--- src/rtl/clk_monitor.sv ---
// clk_monitor: measures the period of a slow asynchronous clock (clk_in) in
// clk cycles, detects frequency lock and sticky loss of clk_in.
// Optional macro CLK_MONITOR_DUTY_EN adds a high-phase (high_time) counter;
// without it high_time is tied to zero.
module clk_monitor #(
   parameter int unsigned CNT_W       = 16,
   parameter int unsigned SYNC_STAGES = 2,
   parameter int unsigned TIMEOUT     = 1024,
   parameter int unsigned LOCK_COUNT  = 3
) (
   input  logic             clk,
   input  logic             reset,
   input  logic             clk_in,
   input  logic             clear,
   output logic             rise_pulse,
   output logic             fall_pulse,
   output logic [CNT_W-1:0] period,
   output logic             period_valid,
   output logic             lock,
   output logic             clk_lost,
   output logic [CNT_W-1:0] high_time
);

   localparam int unsigned      MATCH_W    = 4;
   localparam logic [CNT_W-1:0] CNT_MAX    = CNT_W'(TIMEOUT);
   localparam logic [CNT_W-1:0] CNT_ONE    = CNT_W'(1);
   localparam logic [MATCH_W-1:0] MATCH_LOCK = MATCH_W'(LOCK_COUNT);

   typedef enum logic [1:0] {
      S_IDLE    = 2'd0,
      S_MEASURE = 2'd1,
      S_LOCKED  = 2'd2,
      S_LOST    = 2'd3
   } state_t;

   logic [SYNC_STAGES-1:0] r_sync;
   logic                   r_hist;
   logic                   r_rise;
   logic                   r_fall;
   logic [CNT_W-1:0]       r_cnt;
   logic [CNT_W-1:0]       r_period;
   logic                   r_valid;
   logic                   r_lock;
   logic                   r_lost;
   logic [MATCH_W-1:0]     r_match;
   logic                   r_first;
   state_t                 r_state;

   logic                   w_sync;
   logic                   w_cnt_sat;
   logic [MATCH_W-1:0]     w_match_inc;
   state_t                 w_state_nxt;
   logic                   w_capture;
   logic [MATCH_W-1:0]     w_match_nxt;
   logic                   w_first_nxt;
   logic                   w_lost_set;

   assign w_sync      = r_sync[SYNC_STAGES-1];
   assign w_cnt_sat   = (r_cnt == CNT_MAX);
   assign w_match_inc = r_match + MATCH_W'(1);

   // Synchronizer chain plus history flop; only reset touches these
   always_ff @(posedge clk or negedge reset) begin
      if (!reset) begin
         r_sync <= '0;
         r_hist <= 1'b0;
      end else begin
         r_sync <= {r_sync[SYNC_STAGES-2:0], clk_in};
         r_hist <= w_sync;
      end
   end

   // Registered edge pulses from the synchronized clk_in
   always_ff @(posedge clk or negedge reset) begin
      if (!reset) begin
         r_rise <= 1'b0;
         r_fall <= 1'b0;
      end else if (clear) begin
         r_rise <= 1'b0;
         r_fall <= 1'b0;
      end else begin
         r_rise <= w_sync & ~r_hist;
         r_fall <= ~w_sync & r_hist;
      end
   end

   // Rise-to-rise cycle counter, restarts at 1 on each rise, saturates at TIMEOUT
   always_ff @(posedge clk or negedge reset) begin
      if (!reset) begin
         r_cnt <= '0;
      end else if (clear) begin
         r_cnt <= '0;
      end else if (r_rise) begin
         r_cnt <= CNT_ONE;
      end else if (!w_cnt_sat) begin
         r_cnt <= r_cnt + CNT_ONE;
      end
   end

   // FSM state register
   always_ff @(posedge clk or negedge reset) begin
      if (!reset) begin
         r_state <= S_IDLE;
      end else begin
         r_state <= w_state_nxt;
      end
   end

   // FSM next-state and datapath controls; a rise beats a same-cycle timeout
   always_comb begin
      w_state_nxt = r_state;
      w_capture   = 1'b0;
      w_match_nxt = r_match;
      w_first_nxt = r_first;
      w_lost_set  = 1'b0;
      case (r_state)
         S_IDLE: begin
            if (r_rise) begin
               w_state_nxt = S_MEASURE;
               w_match_nxt = '0;
               w_first_nxt = 1'b1;
            end
         end
         S_MEASURE: begin
            if (r_rise) begin
               w_capture   = 1'b1;
               w_first_nxt = 1'b0;
               if (!r_first && (r_cnt == r_period)) begin
                  w_match_nxt = w_match_inc;
                  if (w_match_inc == MATCH_LOCK) begin
                     w_state_nxt = S_LOCKED;
                  end
               end else begin
                  w_match_nxt = '0;
               end
            end else if (w_cnt_sat) begin
               w_state_nxt = S_LOST;
               w_lost_set  = 1'b1;
               w_match_nxt = '0;
            end
         end
         S_LOCKED: begin
            if (r_rise) begin
               w_capture = 1'b1;
               if (r_cnt != r_period) begin
                  w_state_nxt = S_MEASURE;
                  w_match_nxt = '0;
               end
            end else if (w_cnt_sat) begin
               w_state_nxt = S_LOST;
               w_lost_set  = 1'b1;
               w_match_nxt = '0;
            end
         end
         S_LOST: begin
            if (r_rise) begin
               w_state_nxt = S_MEASURE;
               w_match_nxt = '0;
               w_first_nxt = 1'b1;
            end
         end
         default: begin
            w_state_nxt = S_IDLE;
         end
      endcase
      if (clear) begin
         w_state_nxt = S_IDLE;
         w_capture   = 1'b0;
         w_match_nxt = '0;
         w_first_nxt = 1'b0;
         w_lost_set  = 1'b0;
      end
   end

   // Period capture, match tracking, lock and sticky loss flags
   always_ff @(posedge clk or negedge reset) begin
      if (!reset) begin
         r_period <= '0;
         r_valid  <= 1'b0;
         r_lock   <= 1'b0;
         r_lost   <= 1'b0;
         r_match  <= '0;
         r_first  <= 1'b0;
      end else begin
         r_valid <= w_capture;
         r_lock  <= (w_state_nxt == S_LOCKED);
         r_match <= w_match_nxt;
         r_first <= w_first_nxt;
         if (clear) begin
            r_period <= '0;
            r_lost   <= 1'b0;
         end else begin
            if (w_capture) begin
               r_period <= r_cnt;
            end
            if (w_lost_set) begin
               r_lost <= 1'b1;
            end
         end
      end
   end

`ifdef CLK_MONITOR_DUTY_EN
   logic [CNT_W-1:0] r_hcnt;
   logic [CNT_W-1:0] r_high;

   // High-phase counter: restarts on rise, saturates, captured on fall while measuring
   always_ff @(posedge clk or negedge reset) begin
      if (!reset) begin
         r_hcnt <= '0;
         r_high <= '0;
      end else if (clear) begin
         r_hcnt <= '0;
         r_high <= '0;
      end else begin
         if (r_rise) begin
            r_hcnt <= CNT_ONE;
         end else if (r_hcnt != CNT_MAX) begin
            r_hcnt <= r_hcnt + CNT_ONE;
         end
         if (r_fall && ((r_state == S_MEASURE) || (r_state == S_LOCKED))) begin
            r_high <= r_hcnt;
         end
      end
   end

   assign high_time = r_high;
`else
   assign high_time = '0;
`endif

   assign rise_pulse   = r_rise;
   assign fall_pulse   = r_fall;
   assign period       = r_period;
   assign period_valid = r_valid;
   assign lock         = r_lock;
   assign clk_lost     = r_lost;

endmodule

--- config.mk ---
export PLATFORM = sky130hd
export DESIGN_NAME = clk_monitor
export DESIGN_NICKNAME = d
export VERILOG_FILES = /design/src/rtl/clk_monitor.sv
export SDC_FILE = /design/constraint.sdc
export NUM_CORES = 1
export LEC_CHECK = 0
export CAP_MARGIN = 20
export CORE_ASPECT_RATIO = 0.6
export CORE_UTILIZATION = 53
export CTS_CLUSTER_SIZE = 14
export DETAILED_ROUTE_END_ITERATION = 7
export PLACE_DENSITY = 0.83
export SYNTH_ARGS = -nofsm -noshare
export SYNTH_HDL_FRONTEND = slang
export SYNTH_SLANG_ARGS = --single-unit
--- constraint.sdc ---
create_clock -name clk -period 2.7 [get_ports clk]
set_clock_uncertainty 0.1 [all_clocks]
set_input_delay 0.54 -clock clk [delete_from_list [all_inputs] [get_ports clk]]
set_output_delay 0.54 -clock clk [all_outputs]
set_load 0.05 [all_outputs]
# Word level (Yosys, flattened, before mapping)
# Index checks and enable logic that the tools add are counted.
# word_totals
reg_bits	47
# op_classes
n_addsub	2
n_reduce_logical	10
bitwise	4
eq_ne	12
muxes	37
# ops
cell	count
16-bit 2-to-1 mux	5
4-bit 2-to-1 mux	7
16-bit by 1-bit adder with 16-bit output, second input constant	1
16-bit by 11-bit == test with 1-bit output, second input constant	1
16-bit == test	1
2-bit 2-to-1 mux	8
16-bit != test	1
1-bit 2-to-1 mux	14
4-bit case mux with 3 select lines	1
2-bit == test, second input constant	3
3-bit != test, second input constant	2
2-bit case mux with 3 select lines	1
4-bit by 1-bit adder with 4-bit output, second input constant	1
4-bit by 2-bit == test with 1-bit output, second input constant	1
4-bit != test, second input constant	1
2-bit nonzero test	2
2-bit OR reduction	2
3-bit by 1-bit != test with 1-bit output, second input constant	1
3-bit AND reduction	1
3-bit nonzero test	1
1-bit AND	2
2-bit by 1-bit == test with 1-bit output, second input constant	1
2-bit logical NOT	1
1-bit inverter	2
4 further kinds	4

# Depth between registers and ports, before layout
# Gate-level depths: netlist of run 1.
# logic_depth
depth_word	8
depth_mapped	9
mapped_depth_nobuf	8

# Least setup slack after synthesis of run 1
# No wires, ideal clock.
# synth_path
path_kind	reg-to-reg
start	reg r_period[15] (netlist: period[15])
end	reg r_match[1]
path_stages_with_launch	7
setup_slack_ns	0.647
period_less_slack_ns	2.053
t_required_ns	2.522
setup_time_ns	0.078
arrival_time_ns	1.875
cell_sequence	dfrtp_1 > xnor2_1 > nand4_2 > nor4_4 > a21oi_1 > a211oi_2 > o2bb2ai_1
# synth_via
elab_chain_len	6
elab_cells_between_ends	9
cone_classes	eq/ne: 3; mux: 4; reduce/logical: 2
# synth_lines
item	line_no	text
start: declaration	41	logic [CNT_W-1:0] r_period;
start signal: assignment	194	r_period <= r_cnt;
16-bit == test	128	if (!r_first && (r_cnt == r_period)) begin
1-bit logical AND	128	
4-bit 2-to-1 mux	128	
4-bit 2-to-1 mux	125	if (r_rise) begin
4-bit case mux with 3 select lines	116	case (r_state)
4-bit 2-to-1 mux	166	if (clear) begin
end signal: assignment	187	r_match <= w_match_nxt;
end: declaration	45	logic [MATCH_W-1:0] r_match;
# Several ways; a longest one is shown, not always the timed one.
# A chain may end at the register's enable or synchronous reset.

# Final worst setup path of run 1
# layout_path
start	reg r_cnt[0]
end	reg r_lock (netlist: lock)
# layout_via
elab_chain_len	7
elab_cells_between_ends	12
cone_classes	eq/ne: 4; mux: 7; reduce/logical: 1
# layout_lines
item	line_no	text
start: declaration	40	logic [CNT_W-1:0] r_cnt;
start signal: assignment	96	r_cnt <= r_cnt + CNT_ONE;
16-bit == test	128	
1-bit logical AND	128	
2-bit 2-to-1 mux	128	
2-bit 2-to-1 mux	125	
2-bit case mux with 3 select lines (*)	116	
2-bit 2-to-1 mux (*)	166	
via w_state_nxt[0]	52	state_t w_state_nxt;
2-bit == test (*)	186	r_lock <= (w_state_nxt == S_LOCKED);
end signal: assignment	186	
end: declaration	43	logic r_lock;
# The timed path passes the listed nets; every way through them passes the cells marked *.

==> impl_results.md, run 1 <==
- WL per Instance: between 15 and 20 um
- Max Cap Viol: 0
- Final net count: 270
- Layout cells sized above 1: 11.1%
- Synth cell types: 48
- Critical Path RT: ~2.8 ns
- CTS clk-pin slew, worst paths: 0.09 ns
- Initial Util: a little under three fifths
- Hold_buf cts: 0
- Total power per unit cell area: about 560 mW/mm^2
- Die Span Y: between 50 and 60 um
- Largest area contributor in the synthesized netlist: dfrtp_1
- Critical Path Start Type: flop
- H-tree depth: 2
- Core Util, Final: around 62%
- Leak pwr: roughly 1.2 nW
- Worst setup EP type: flop
- DRC errors left: 0
- Global route overflow: 0
- Post-synthesis async set-or-reset flop share: 100%
- Dpl hpwl: approximately 3600 um
- Worst-Margin Slew: around 1.1 ns
- Synth Flop Type: dfrtp_1
- Status: finished clean
- Multi-input gate area: ~0.0012 sq mm
- Ant diodes: 0
- Largest net degree at the start of global routing: 29
- Final setup TNS: 0 ns
- Worst path cell trace: inv_1 > ha_1 > nor4b_2 > and4_1 > o21ai_0 > a221oi_1 > o21a_1 > nor2b_1
- GPL Wtd Cong: between 0.8 and 0.9
- Syn-to-layout area delta: 11.5%
- I/O Buffers: 24
- Crit-path max FO: 6
- DR vias/cell: between 5 and 6
- Detailed Routing Iterations Pass 1: 4
- Clk_lat worst skew: 0.31 ns
- Max_slew headroom: between 20% and 30%
- R2R Setup Slk: ~0.4 ns
- Post-CTS Setup Bufs: 0
- Fin Hold WS: 0.130 ns
- Slowest CP cell: dfrtp_1
- CTS tree: yes
- Hold Path Class: in -> async
- CTS Root Cell: clkbuf_8
- Clk buf depth: 2
- Routed Antenna Nets: 0
- Seq/Total Area, Yosys: a little under half
- Final setup violating endpoints: 0
- Synth top area share: roughly 46%
- Initial antenna violation count: 0
- RSZ-0062 raised after global routing: no
- DRT iter0 DRCs: around 140
- CTS sink cnt: 47
- Design area: between 0.002 and 0.003 sq mm
- Max Slew Vio Count: 0
- IO Count: a little over 40
- Synth Register Bits: 47
- DIE WIDTH: approximately 90 um
- Cell count after synthesis: between 200 and 250
- Row cnt: 19
- Number of fill cells in the layout: roughly 400
- Vias in the first global route: 1,629
- Die area: 0.00514 sq mm
- Reg area: roughly 0.0012 sq mm
- Period utilisation layout: a little under nine tenths
- Core ar.: about 0.0046 sq mm
- EDFF count, synth: 0
- First-pass GRT wire length: between 8000 and 9000 um
- Number of CTS-inserted buffers: 5
- Mapped Area: between 0.002 and 0.003 sq mm
- Slowest stage delay, CP: between 0.4 and 0.5 ns
- Syn Area/Cell: roughly 11 sq um
- VDD IR max: between 0.0002 and 0.0003 V
- Synth area leaders: dfrtp_1 46%, xnor2_1 7.2%, a22o_1 5.1%
- Ys Warns: 0
- Min Clock Period, post-route: ~2.3 ns
- Critical path arrival: around 2.4 ns
- Placed cell area: between 0.002 and 0.003 sq mm
- Final wirelength: roughly 4900 um
- PostCTS Resize Cnt: 0
- Fmax: between 400 and 500 MHz
- CP Class: reg -> reg
- Gr usage total: ~22%
- Vias after detailed routing: 1,750
- Hold Violations, Final: 0
## stage by stage
stage,instances,worst slack (ns),total power [mW]
after floorplan,255,0.647,1.03
after global placement,315,0.294,1.09
after detailed placement,315,0.241,1.09
after CTS,323,0.289,1.61
after global routing,324,0.246,1.67
final,324,0.395,1.61
## synthesized netlist by cell type, types with 6 or more instances
cell      instances
inv_1             8
a22o_1           15
clkbuf_1          6
xnor2_1          21
nor2_1           26
nand4_1           7
xor2_1            9
dfrtp_1          47
ha_1              6
buf_6             6
nand2_1          10
a21oi_1           7
buf_4            16
nand3_1           8
## worst max-delay path, delay by kind of cell, from the launching register on
family                     cells  cell delay [ns]
DFF                            1             0.49
and+or+nand+nor                3             0.66
AOI/OAI and AO/OA              3             0.65
buffers and inverters          1             0.14
adders and majority gates      1             0.15
## cell families (layout without fill, tap and decap cells)
kind of cell,after synthesis,after routing,synth area share [%]
xor+xnor,32,32,11.5
fa+ha+maj,6,6,2.92
flops,47,47,45.8
buf+inv,40,46,10.1
simple gates,73,73,17.1
compound gates,41,41,12.5
other cells,1,16,0.146
## layout by cell type, fill, tap and decap left out, types with 2 or more instances in the layout
cell type         n
nor4_4            2
inv_1             8
nand3_1           8
xnor2_1          21
nand4_1           7
xor2_1            9
nor2_1           26
nand2b_1          3
a21oi_1           7
buf_4             5
or2_2             2
a22o_1           15
clkdlybuf4s50_1  23
a21o_1            3
nor3b_1           2
a31oi_1           3
nand2_1          10
clkbuf_8          5
dfrtp_1          47
conb_1           16
o21ai_0           3
ha_1              6
xnor2_2           2
## where the power goes
group | switching [mW] | internal, mW
combinational | 0.231 | 0.101
sequential | 0.0276 | 0.729
clock | 0.242 | 0.276
## state kept, by name (all words and copies together) (netlist names)
| signal | count |
|---|---|
| period | 16 |
| r_hist | 1 |
| r_match | 4 |
| clk_lost | 1 |
| r_first | 1 |
| fall_pulse | 1 |
| period_valid | 1 |
| r_cnt | 16 |
| r_state | 2 |
| r_sync | 2 |
| rise_pulse | 1 |
| lock | 1 |
## area by class of cell
| cell class | count | area share [%] |
|---|---|---|
| repair buffers | 29 | 9.53 |
| clock inverters | 3 | 1.53 |
| well taps | 63 | 2.75 |
| flip-flops and latches | 47 | 41.1 |
| clock buffers | 5 | 2.40 |
| multi-input cells | 168 | 41.5 |
| inverters | 9 | 1.18 |
## per-layer routing
layer | global-route usage [%] | wire (um) | vias to the layer above
li1 | - | - | 835
met4 | 8.04 | 75 | 0
met3 | 4.10 | 431 | 9
met5 | 0 | 0 | -
met2 | 28.3 | 2020 | 69
met1 | 34.8 | 2380 | 837
## worst paths after layout
check	startpoint	endpoint	cells past startpoint
setup / recovery	r_cnt[0]$_DFFE_PN0P_	lock$_DFF_PN0_	8
hold / removal	reset	r_match[0]$_DFFE_PN0P_	1
setup reg to reg	r_cnt[0]$_DFFE_PN0P_	lock$_DFF_PN0_	8
hold reg to reg	r_sync[0]$_DFF_PN0_	r_sync[1]$_DFF_PN0_	0
max in group asynchronous	reset	r_cnt[9]$_DFFE_PN0P_	2
min in group clk	r_sync[0]$_DFF_PN0_	r_sync[1]$_DFF_PN0_	0
No activity file was read; power rests on OpenSTA's default activity.
==> inputs of run 2 (changes only) <==
CORE_UTILIZATION = 58   (was 53)
HOLD_SLACK_MARGIN = 0.1   (was default)
PLACE_DENSITY = 0.89   (was 0.83)
clock period = 2.8 ns   (was 2.7 ns; I/O delays follow)
==> impl_results.md, run 2 (same netlist as run 1, synthesis figures left out) <==
- Critical Path Start Type: flop
- Multi-input gate area: 0.00119 sq mm (unchanged)
- Placed cell area: 0.00273 sq mm (-0.41%)
- Leak pwr: 1.24 nW (-0.51%)
- Setup WS post-layout: 0.508 ns (+0.112 ns)
- RSZ-0062 raised after global routing: no
- Die area: 0.00471 sq mm (-8.4%)
- Pwr Total: 1.50 mW (-6.9%)
- Vias in the first global route: 1,637 (+0.49%)
- Max Cap Viol: 0 (unchanged)
- Design area: 0.00285 sq mm (-0.57%)
- Die Span Y: 53.5 um (-4.2%)
- DIE WIDTH: 87.9 um (-4.3%)
- Critical Path RT: 2.89 ns (+0.08 ns)
- Most frequent cells in the layout: 47 x dfrtp_1, 26 x nor2_1, 23 x clkdlybuf4s50_1, 21 x xnor2_1, 16 x conb_1
- Largest net degree at the start of global routing: 25 (-14%)
- Fin cells: 321 (-0.93%)
- Status: finished clean
- Min Clock Period, post-route: 2.29 ns (-0.0122 ns)
- Hold_buf cts: 0 (unchanged)
- Hold Path Class: in -> async
- Worst setup EP type: flop
- Layout cells sized above 1: 10.7% (-0.38 points)
- IO Count: 41 (unchanged)
- Initial antenna violation count: 0 (unchanged)
- Ant diodes: 0 (unchanged)
- DRT iter0 DRCs: 261 (+81%)
- Dpl cells: 311 (-1.3%)
- VDD IR max: 0.000275 V (-3.4%)
- CTS tree: yes
- Syn-to-layout area delta: 10.9%
- Final setup violating endpoints: 0 (unchanged)
- Max Slew Vio Count: 0 (unchanged)
- CP Class: reg -> reg
- CTS clk-pin slew, worst paths: 0.08 ns (about the same)
- Gr usage total: 24.4% (+2.9 points)
- I/O Buffers: 24 (unchanged)
- Final net count: 270 (unchanged)
- CTS Root Cell: clkbuf_8
- CTS sink cnt: 47 (unchanged)
- Dpl hpwl: 3520 um (-1.7%)
- Hold Violations, Final: 0 (unchanged)
- Period utilisation layout: 81.9% (-3.5 points)
- DRC errors left: 0 (unchanged)
- Core ar.: 0.00417 sq mm (-9.7%)
- Worst-Margin Slew: 0.582 ns (-0.517 ns)
- H-tree depth: 2 (unchanged)
- Detailed Routing Iterations Pass 1: 4 (unchanged)
- Row cnt: 18 (-1)
- Reg2Reg Depth: 8 (unchanged)
- Global route overflow: 0 (unchanged)
- Crit-path max FO: 6 (unchanged)
- Worst Setup EP: lock$_DFF_PN0_
- GPL Wtd Cong: 0.938 (+4.6%)
- Crit path from: r_cnt[0]$_DFFE_PN0P_
- Number of CTS-inserted buffers: 5 (unchanged)
- Clk buf depth: 2 (unchanged)
- Reg area: 0.00118 sq mm (unchanged)
- Most common cell after layout, fill and taps aside: dfrtp_1
- Post-CTS Setup Bufs: 0 (unchanged)
- Initial Util: 61.6% (+6.0 points)
- Final wirelength: 5010 um (+2.3%)
- Routed Antenna Nets: 0 (unchanged)
- Max_slew headroom: 61.2% (+35 points)
- R2R Setup Slk: 0.51 ns (+0.11 ns)
- Fmax: 436 MHz (+0.53%)
- RR Startpoint: r_cnt[0]$_DFFE_PN0P_
- Final setup TNS: 0 ns (unchanged)
- Total power per unit cell area: 525 mW/mm^2 (-6.4%)
- Critical path arrival: 2.38 ns (-0.03 ns)
- Vias after detailed routing: 1,780 (+1.7%)
- Post-Place Setup Slack: 0.208 ns (-0.0333 ns)
- DR vias/cell: 5.55 (+2.7%)
- PostCTS Resize Cnt: 0 (unchanged)
- Number of fill cells in the layout: 316 (-21%)
- Clk_lat worst skew: 0.30 ns (about the same)
- Worst flop-to-flop path endpoint: lock$_DFF_PN0_
- WL per Instance: 15.6 um (+3.3%)
- First-pass GRT wire length: 8210 um (-1.8%)
==> run 2: where the power goes <==
| part | leakage [nW] | switching, mW | internal, mW |
|---|---|---|---|
| Clock | 0.0515 | 0.214 | 0.225 |
| Combinational | 0.539 | 0.228 | 0.0962 |
| Sequential | 0.645 | 0.0294 | 0.703 |
| Total | 1.24 | 0.471 | 1.02 |
==> run 2: stage by stage <==
step | util (%) | hold WS, ns
floorplan | - | 0.164
global placement | 65.6 | 0.232
detailed placement | 65.6 | 0.236
CTS | 68.0 | 0.141
global route | 68.3 | 0.150
finish | 68.3 | 0.142
==> run 2: worst max-delay path: stages (launching register included) <==
cell and delay (ns):
dfrtp_1 0.48, inv_1 0.13, ha_1 0.15, nor4b_2 0.20, and4_1 0.42, o21ai_0 0.14
a221oi_1 0.28, o21a_1 0.22, nor2b_1 0.07
==> run 2: final cells by class <==
| type | count | share of cell area (%) |
|---|---|---|
| well taps | 60 | 2.64 |
| repair buffers | 29 | 9.58 |
| multi-input cells | 168 | 41.8 |
| inverters | 9 | 1.19 |
| clock buffers | 8 | 3.52 |
| flip-flops and latches | 47 | 41.3 |
==> run 2: per-layer routing <==
| layer | GRT usage (%) | wire length (um) | vias up |
|---|---|---|---|
| li1 | - | - | 837 |
| met1 | 36.0 | 2400 | 857 |
| met2 | 35.5 | 2140 | 79 |
| met3 | 5.83 | 425 | 7 |
| met4 | 8.20 | 51 | 0 |
| met5 | 0 | 0 | - |
==> run 2: worst min-delay path by stage <==
stage / start / to / slack [ns] / cells after the start
final: reset / r_match[3]$_DFFE_PN0P_ / 0.14 / 2
after global routing: reset / r_match[3]$_DFFE_PN0P_ / 0.15 / 2
after CTS: reset / r_match[2]$_DFFE_PN0P_ / 0.14 / 2
after detailed placement: r_sync[0]$_DFF_PN0_ / r_sync[1]$_DFF_PN0_ / 0.24 / 0
after global placement: r_sync[0]$_DFF_PN0_ / r_sync[1]$_DFF_PN0_ / 0.23 / 0
after floorplan: reset / clk_lost$_DFFE_PN0P_ / 0.16 / 0
